==> config.mk <==
export PLATFORM = sky130hd
export DESIGN_NAME = wb_load_unit
export DESIGN_NICKNAME = d
export VERILOG_FILES = /design/src/rtl/wb_pkg.sv /design/src/rtl/wb_load_unit_load_extract.sv /design/src/rtl/wb_load_unit.sv
export SDC_FILE = /design/constraint.sdc
export NUM_CORES = 1
export LEC_CHECK = 0
export ABC_AREA = 1
export CAP_MARGIN = 20
export CORE_ASPECT_RATIO = 1.1
export CORE_MARGIN = 8
export CORE_UTILIZATION = 29
export DETAILED_ROUTE_END_ITERATION = 12
export SLEW_MARGIN = 20
export SYNTH_ARGS = -nofsm -noshare
export SYNTH_HDL_FRONTEND = slang
export SYNTH_SLANG_ARGS = --single-unit
==> constraint.sdc <==
create_clock -name clk -period 7.9 [get_ports clk]
set_input_delay 1.58 -clock clk [delete_from_list [all_inputs] [get_ports clk]]
set_output_delay 1.58 -clock clk [all_outputs]
set_load 0.01 [all_outputs]
==> src/rtl/wb_pkg.sv <==
// Shared select encoding, FSM state type and load-decode helpers for the
// write-back stage.
package wb_pkg;

    typedef enum logic [3:0] {
        SEL_ALU   = 4'b0000,
        SEL_ONE   = 4'b0010,
        SEL_ZERO  = 4'b0011,
        SEL_PC    = 4'b0100,
        SEL_LD    = 4'b0101,
        SEL_LB    = 4'b0110,
        SEL_LH    = 4'b0111,
        SEL_LW    = 4'b1000,
        SEL_LBU   = 4'b1001,
        SEL_LHU   = 4'b1010,
        SEL_LWU   = 4'b1011,
        SEL_SHIFT = 4'b1100
    } wb_sel_e;

    typedef enum logic [1:0] {
        ST_IDLE     = 2'd0,
        ST_WAIT_MEM = 2'd1,
        ST_OUT      = 2'd2
    } wb_state_e;

    function automatic logic is_load(input logic [3:0] sel);
        case (sel)
            SEL_LD, SEL_LB, SEL_LH, SEL_LW,
            SEL_LBU, SEL_LHU, SEL_LWU: is_load = 1'b1;
            default:                   is_load = 1'b0;
        endcase
    endfunction

    // Non-load codes report 8 so the caller's size clamp handles them uniformly.
    function automatic logic [3:0] access_bytes(input logic [3:0] sel);
        case (sel)
            SEL_LB, SEL_LBU: access_bytes = 4'd1;
            SEL_LH, SEL_LHU: access_bytes = 4'd2;
            SEL_LW, SEL_LWU: access_bytes = 4'd4;
            default:         access_bytes = 4'd8;
        endcase
    endfunction

    function automatic logic is_signed_load(input logic [3:0] sel);
        case (sel)
            SEL_LB, SEL_LH, SEL_LW: is_signed_load = 1'b1;
            default:                is_signed_load = 1'b0;
        endcase
    endfunction

endpackage

==> src/rtl/wb_load_unit_load_extract.sv <==
// Combinational byte-lane extraction with sign/zero extension and an
// alignment check for the addressed load.
module load_extract
    import wb_pkg::*;
#(
    parameter  int XLEN  = 64,
    localparam int OFF_W = $clog2(XLEN/8)
) (
    input  logic [XLEN-1:0]  mem_data_i,
    input  logic [OFF_W-1:0] offset_i,
    input  logic [3:0]       sel_i,
    output logic [XLEN-1:0]  data_o,
    output logic             misaligned_o
);

    localparam int XB = XLEN/8;
    localparam int IW = $clog2(XLEN);

    logic [3:0]       nbytes;
    logic [XLEN-1:0]  lane;
    logic [IW-1:0]    msb;
    logic [OFF_W-1:0] mask;
    logic             fill;

    always_comb begin
        nbytes = access_bytes(sel_i);
        // A doubleword on a 32-bit datapath is simply the full word.
        if (int'(nbytes) > XB) begin
            nbytes = 4'(XB);
        end
        lane = mem_data_i >> {offset_i, 3'b000};
        msb  = IW'(8 * int'(nbytes) - 1);
        fill = is_signed_load(sel_i) & lane[msb];
        for (int i = 0; i < XLEN; i++) begin
            data_o[i] = (i > int'(msb)) ? fill : lane[i];
        end
        mask         = OFF_W'(nbytes - 4'd1);
        misaligned_o = is_load(sel_i) && (|(offset_i & mask));
    end

endmodule

==> src/rtl/wb_load_unit.sv <==
// Registered write-back stage: source select, load wait with timeout,
// lane extraction and a valid/ready result handshake.
module wb_load_unit
    import wb_pkg::*;
#(
    parameter  int XLEN        = 64,
    parameter  int TIMEOUT_CYC = 255,
    localparam int OFF_W       = $clog2(XLEN/8)
) (
    input  logic             clk,
    input  logic             reset,
    input  logic             REQ_VALID,
    output logic             REQ_READY,
    input  logic [3:0]       REQ_SEL,
    input  logic [OFF_W-1:0] REQ_OFFSET,
    input  logic [XLEN-1:0]  ALU_OUT,
    input  logic [XLEN-1:0]  PC,
    input  logic [XLEN-1:0]  SHIFT_OUT,
    input  logic             MEM_VALID,
    input  logic [XLEN-1:0]  MEM_DATA,
    output logic             WB_VALID,
    input  logic             WB_READY,
    output logic [XLEN-1:0]  WB_DATA,
    output logic             WB_ERR,
    output logic             WB_ERR_TO
);

    // state    | meaning
    // IDLE     | no request held, ready for a new one
    // WAIT_MEM | aligned load issued, waiting for MEM_VALID or timeout
    // OUT      | result presented, held until WB_READY

    localparam logic [15:0] CNT_LAST = 16'(TIMEOUT_CYC - 1);

    wb_state_e        state_q, state_d;
    logic [3:0]       sel_q, sel_d;
    logic [OFF_W-1:0] off_q, off_d;
    logic [15:0]      cnt_q, cnt_d;
    logic [XLEN-1:0]  data_q, data_d;
    logic             err_q, err_d;
    logic             to_q, to_d;
    logic             valid_q, valid_d;

    logic             accept;
    logic [3:0]       ext_sel;
    logic [OFF_W-1:0] ext_off;
    logic [XLEN-1:0]  ext_data;
    logic             ext_mis;
    logic [XLEN-1:0]  nonload_data;

    // The single extractor checks alignment at acceptance and extracts in WAIT_MEM.
    assign ext_sel = (state_q == ST_WAIT_MEM) ? sel_q : REQ_SEL;
    assign ext_off = (state_q == ST_WAIT_MEM) ? off_q : REQ_OFFSET;

    load_extract #(.XLEN(XLEN)) u_extract (
        .mem_data_i   (MEM_DATA),
        .offset_i     (ext_off),
        .sel_i        (ext_sel),
        .data_o       (ext_data),
        .misaligned_o (ext_mis)
    );

    always_comb begin
        nonload_data = '0;
        case (REQ_SEL)
            SEL_ALU:   nonload_data = ALU_OUT;
            SEL_ONE:   nonload_data = XLEN'(1);
            SEL_PC:    nonload_data = PC;
            SEL_SHIFT: nonload_data = SHIFT_OUT;
            default:   nonload_data = '0;
        endcase
    end

    assign REQ_READY = (state_q == ST_IDLE) || ((state_q == ST_OUT) && WB_READY);
    assign accept    = REQ_VALID && REQ_READY;

    always_comb begin
        state_d = state_q;
        sel_d   = sel_q;
        off_d   = off_q;
        cnt_d   = cnt_q;
        data_d  = data_q;
        err_d   = err_q;
        to_d    = to_q;

        case (state_q)
            ST_WAIT_MEM: begin
                if (MEM_VALID) begin
                    data_d  = ext_data;
                    err_d   = 1'b0;
                    to_d    = 1'b0;
                    state_d = ST_OUT;
                end else if (cnt_q == CNT_LAST) begin
                    data_d  = '0;
                    err_d   = 1'b1;
                    to_d    = 1'b1;
                    state_d = ST_OUT;
                end else begin
                    cnt_d = cnt_q + 16'd1;
                end
            end
            ST_OUT: begin
                if (WB_READY) begin
                    state_d = ST_IDLE;
                end
            end
            default: ;
        endcase

        if (accept) begin
            sel_d = REQ_SEL;
            off_d = REQ_OFFSET;
            if (!is_load(REQ_SEL)) begin
                data_d  = nonload_data;
                err_d   = 1'b0;
                to_d    = 1'b0;
                state_d = ST_OUT;
            end else if (ext_mis) begin
                data_d  = '0;
                err_d   = 1'b1;
                to_d    = 1'b0;
                state_d = ST_OUT;
            end else begin
                cnt_d   = '0;
                state_d = ST_WAIT_MEM;
            end
        end

        valid_d = (state_d == ST_OUT);
    end

    always_ff @(posedge clk) begin
        if (reset) begin
            state_q <= ST_IDLE;
            sel_q   <= '0;
            off_q   <= '0;
            cnt_q   <= '0;
            data_q  <= '0;
            err_q   <= 1'b0;
            to_q    <= 1'b0;
            valid_q <= 1'b0;
        end else begin
            state_q <= state_d;
            sel_q   <= sel_d;
            off_q   <= off_d;
            cnt_q   <= cnt_d;
            data_q  <= data_d;
            err_q   <= err_d;
            to_q    <= to_d;
            valid_q <= valid_d;
        end
    end

    assign WB_VALID  = valid_q;
    assign WB_DATA   = data_q;
    assign WB_ERR    = err_q;
    assign WB_ERR_TO = to_q;

endmodule

Word-level counts from Yosys, hierarchy flattened
Index checks and enable logic that the tools add are counted.
- flip-flop bits (word level): 92
- word-level logic and storage cells: 218
- add/sub/neg operators: 3
- $lt $le $gt $ge: 65
- equal/unequal tests: 21
- shifts and indexed selects: 1
- muxes and demuxes: 105
- bitwise operators: 2
- reductions and logical operators: 13
- operator list (operator ; count):
    $mux 64 ; 6
    $pmux 64 s4 ; 1
    $gt 6x6->1 const A ; 32
    $gt 5x6->1 const A ; 16
    $mux 16 ; 6
    $mux 1 ; 80
    $shr 64x6->64 ; 1
    $gt 4x6->1 const A ; 8
    $eq 4x4->1 const B ; 9
    $eq 4x3->1 const B ; 7
    $gt 3x6->1 const A ; 4
    $add 16x1->16 const B ; 1
    $eq 16x8->1 const B ; 1
    $reduce_or 7->1 ; 2
    $gt 2x6->1 const A ; 2
    $mux 2 ; 6
    $pmux 4 s3 ; 1
    $lt 6x7->1 const B ; 1
    $bmux 1 s6 ; 1
    $gt 1x6->1 const A ; 1
    $mux 3 ; 2
    $reduce_or 2->1 ; 3
    $reduce_or 3->1 ; 2
    $sub 6x1->6 const B ; 1
    other kinds (13) ; 16

Longest topological paths before layout
- depth in word-level cells: 17
- depth in mapped cells: 25

Modules after synthesis
A second synthesis with hierarchy kept.
- cell total of the unflattened synthesis: 1542
- area, all modules: 8428.1 µm²
- modules (own cells, without submodules) (module ; instances ; cells an instance ; area each (µm²) ; sequential area each (µm²)):
    wb_load_unit ; 1 ; 1022 ; 5921.9 ; 1841.8
    load_extract ; 1 ; 520 ; 2506.2 ; 0.0

Worst setup path after synthesis
OpenSTA, ideal clock, no wires.
- path kind: input -> register
- start: in REQ_SEL[1]
- end: reg data_q[30], in the netlist WB_DATA[30]
- data arrival time: 3.992 ns
- required time: 7.830 ns
- path slack: 3.837 ns
- stages on the path: 18
- path buffers: 1
- cell sequence: inv_1 o21ai_1 nand2_2 o22ai_1 inv_1 ha_1 inv_1 ha_1 inv_1 clkbuf_1 o21ai_1 inv_1 nand3_4 nand2_1 nand2_1 nand2_1 nand2_1 a21oi_1
- longest elaborated chain between the ends: 16
- elaborated cells between the ends (all ways): 48
- classes of those cells: 2 x add/sub; 2 x order compare; 17 x eq/ne; 16 x mux; 2 x bitwise; 9 x reduce/logical
- ends and longest elaborated chain (item ; line ; source):
    from (decl) ; wb_load_unit.sv:14 ; input logic [3:0] REQ_SEL,
    $mux 4 ; wb_load_unit.sv:52 ; assign ext_sel = (state_q == ST_WAIT_MEM) ? sel_q : REQ_SEL;
    $eq 4x4->1 (tied with other cells) ; wb_pkg.sv:27, wb_pkg.sv:36, wb_pkg.sv:45 ;
    $reduce_or 2->1 ; wb_pkg.sv:36 ; case (sel)
    $pmux 4 s3 ; wb_pkg.sv:36 ;
    $gt 4x4->1 ; wb_load_unit_load_extract.sv:28 ; if (int'(nbytes) > XB) begin
    $mux 3 ; wb_load_unit_load_extract.sv:28 ;
    $sub 6x1->6 ; wb_load_unit_load_extract.sv:32 ; msb = IW'(8 * int'(nbytes) - 1);
    $bmux 1 s6 ; wb_load_unit_load_extract.sv:33 ; fill = is_signed_load(sel_i) & lane[msb];
    $mux 1 (not written as such) ; wb_load_unit_load_extract.sv:33 ;
    $and 1x1->1 ; wb_load_unit_load_extract.sv:33 ;
    $mux 1 ; wb_load_unit_load_extract.sv:35 ; data_o[i] = (i > int'(msb)) ? fill : lane[i];
    $mux 64 ; wb_load_unit.sv:88 ; if (MEM_VALID) begin
    $mux 64 ; wb_load_unit.sv:86 ; case (state_q)
    $mux 64 ; wb_load_unit.sv:118 ; end else if (ext_mis) begin
    $mux 64 ; wb_load_unit.sv:113 ; if (!is_load(REQ_SEL)) begin
    $mux 64 (*) ; wb_load_unit.sv:110 ; if (accept) begin
    to (signal assigned) ; wb_load_unit.sv:147 ; data_q <= data_d;
    to (decl) ; wb_load_unit.sv:39 ; logic [XLEN-1:0] data_q, data_d;
Every way passes the cells marked *; elsewhere a longest branch is shown, timed or not. The select of a mux whose other input is x is not followed.
A chain may end at the register's enable or synchronous reset.

Worst setup path in the final report
- start: in REQ_SEL[1]
- end: reg data_q[37], in the netlist WB_DATA[37]
Same word-level chain as after synthesis.

==> flow_summary_export.csv <==
group,metric,value,unit
outcome,status,"complete, no violations",
cts,cts_tree,"yes",
yosys,ys_ff_latch,92,
sta,hold_viol_final,0,
sta,fin_setup_tns,0,ns
routing,drtIter0Drc,1253,
routing,wl_per_cell,18.4,um
worst_hold_path,hold_path.class,"flop to flop",
cells_and_area,final_cell_mix,"nand2_1 (734), clkdlybuf4s50_1 (335), nand3_1 (141), nor2_1 (101), dfxtp_1 (92)",
yosys,avgSynthCellArea,5.44,um2
cts,cts-resized-gates,0,
yosys,netlist_area,0.00846,mm2
sta,setup_viol,0,
die,core-area,0.0287,mm2
placed_design,gp_congestion,0.927,
cells_and_area,instances_no_fill,2195,
global_route,grt_pass1_wl,60.5,mm
yosys,ys.flop_type,"dfxtp_1",
sta,rsz0062_at_grt,"false",
placed_design,port_buffers,335,
yosys,synth_nets,1832,
worst_setup_path,crit_fanout,31,
cells_and_area,final_common_cell,"nand2_1",
yosys,synth_cell_types,48,
worst_setup_path,crit_arrival,5.47,ns
global_route,antenna_found_initial,1,
routing,wl_met1,17.2,mm
cells_and_area,layout-drive-gt1-share,3.72,%
routing,maxUsedRoutingLayer,"met4",
sta,skew,0.0120,ns
routing,wl_met3,3.21,mm
cts,post_cts_buffers,0,
job,max-cap-violations,0,
placed_design,pre_cts_ws,2.35,ns
die,die-area,0.0349,mm2
sta,slew_headroom,28.9,%
sta,timing.final.ws_setup,2.71,ns
cts,htreeDepth,3,
die,rows,65,
placed_design,place_area,0.0120,mm2
cts,clock-sinks,92,
cells_and_area,area_growth,45.9,%
global_route,grt_max_degree,84,
pwr,p_leak,0.00539,uW
pwr,vdd_ir_drop_max,0.0818,mV
yosys,netlist_instances,1554,
sta,tightest_slew,1.06,ns
routing,viasPerCell,4.98,
routing,vias,10900,
cts,cts_made_buffers,9,
routing,routed-wl-met2,19.0,mm
die,start_util,29.5,%
die,ios,336,
yosys,ys_seq_area_share,21.8,%
yosys,synth_edf_count,0,
sta,max_freq,193,MHz
worst_setup_path,start_kind,"primary input",
placed_design,place_inst,2177,
cts,clk_pin_slew,0.07,ns
pwr,power_density,156,mW/mm2
global_route,grt-ovfl-total,0,
routing,drc_errors,0,
sta,fin_crit_sh,65.7,%
worst_setup_path,worstSetupPathType,"primary input to flop",
die,die_y,195,um
cells_and_area,final_cell_area,0.0123,mm2
cells_and_area,finalNetCount,2099,
sta,slew_viol_final,0,
global_route,grt.total_usage,22.1,%
worst_setup_path,critPathCaptureType,"flop",
cts,clockBufferDepth,2,
cts,clock_latency,0.36,ns
yosys,synth_async_sr_flop_share,0,%
cts,hold_buffers,0,
global_route,grt_pass1_vias,10600,
sta,layout_min_cycle_time,5.19,ns
sta,timing.hold.ws,0.479,ns
routing,final_antenna_net_count,0,
placed_design,detailed_place_hpwl,32.1,mm
yosys,synth_warnings,0,
worst_setup_path,cp.required,8.18,ns
die,die_w,179,um
cts,cts-root-buf,"clkbuf_16",
routing,drtPass1Iterations,7,
routing,wl,40.3,mm
[final timing paths]
check                                         endpoint  cells after the start             startpoint  slack (ns)
worst max-delay path            WB_DATA[37]$_SDFF_PP0_                     16             REQ_SEL[1]        2.71
worst max register to register  WB_DATA[37]$_SDFF_PP0_                     19  state_q[1]$_SDFF_PP0_        3.40
worst min-delay path             off_q[0]$_SDFFE_PP0P_                      2  off_q[0]$_SDFFE_PP0P_        0.48
worst min register to register   off_q[0]$_SDFFE_PP0P_                      2  off_q[0]$_SDFFE_PP0P_        0.48
[power by group]
group          switching, uW  leakage [uW]  internal, uW
clock                    201      0.000145           256
combinational            598       0.00450           355
sequential              20.1      0.000745           493
total                    818       0.00539          1100
[critical path: stages]
cell             delay (ns)
clkdlybuf4s50_1        0.52
inv_1                  0.07
o21ai_1                0.27
nand2_2                0.14
o22ai_1                0.24
inv_1                  0.10
ha_1                   0.18
inv_1                  0.05
ha_1                   0.27
inv_1                  0.41
o221ai_1               0.24
nand3_1                0.21
o21ai_2                0.13
inv_1                  0.76
nand2_1                0.15
a21oi_1                0.15
[area by class of cell]
type	instances	area (um2)
Antenna cell	1	2.50
Multi-Input combinational cell	1275	5900
Tap cell	368	460
Timing Repair Buffer	347	3460
Clock buffer	10	239
Inverter	96	363
Fill cell	3128	16400
Sequential cell	92	1840
Clock inverter	6	71.3
[flip-flops by register name, indices dropped and copies added, names as in the netlist]
register,flops
off_q,3
cnt_q,16
WB_ERR_TO,1
WB_DATA,64
state_q,2
WB_ERR,1
sel_q,4
WB_VALID,1
[routing by layer]
layer  vias to the layer above  track usage [%]
li1                       5534                -
met1                      4930             28.1
met2                       415             36.6
met3                        44             4.38
met4                         0             6.74
met5                         -                0
[synthesized netlist by cell type, types with 7 or more instances]
cell type,n,area (um2)
o31ai_1,7,52.6
o221ai_1,8,70.1
o21ai_1,10,50.1
inv_1,87,327
a31oi_1,9,56.3
clkbuf_1,66,248
nor2_1,103,387
a32o_1,7,70.1
a21oi_1,56,280
buf_2,18,90.1
nand2_2,10,62.6
dfxtp_1,92,1840
nand3_1,141,706
o211ai_1,26,195
o21ai_0,79,395
ha_1,10,125
nor3_1,8,40.0
nand2_1,735,2760
[kinds of logic (layout without fill, tap and decap cells)]
kind of cell / Yosys count / after routing / share of synthesized area, %
AND/OR/NAND/NOR: 1024 / 1024 / 50.3
AO/OA/AOI/OAI: 226 / 226 / 16.1
buffers and inverters: 187 / 459 / 8.77
flip-flops: 92 / 92 / 21.8
adder cells (fa/ha/maj): 10 / 10 / 1.48
XOR/XNOR: 10 / 10 / 1.04
multiplexers: 5 / 5 / 0.592
other: 0 / 1 / 0
[through the flow]
step / util, % / power (uW)
after floorplan: - / 1090
after detailed placement: 41.8 / 1460
after CTS: 42.9 / 1930
after global placement: 41.8 / 1460
final: 43.0 / 1920
after global routing: 43.0 / 2040
Note: power is estimated with default switching activity, not from simulation.
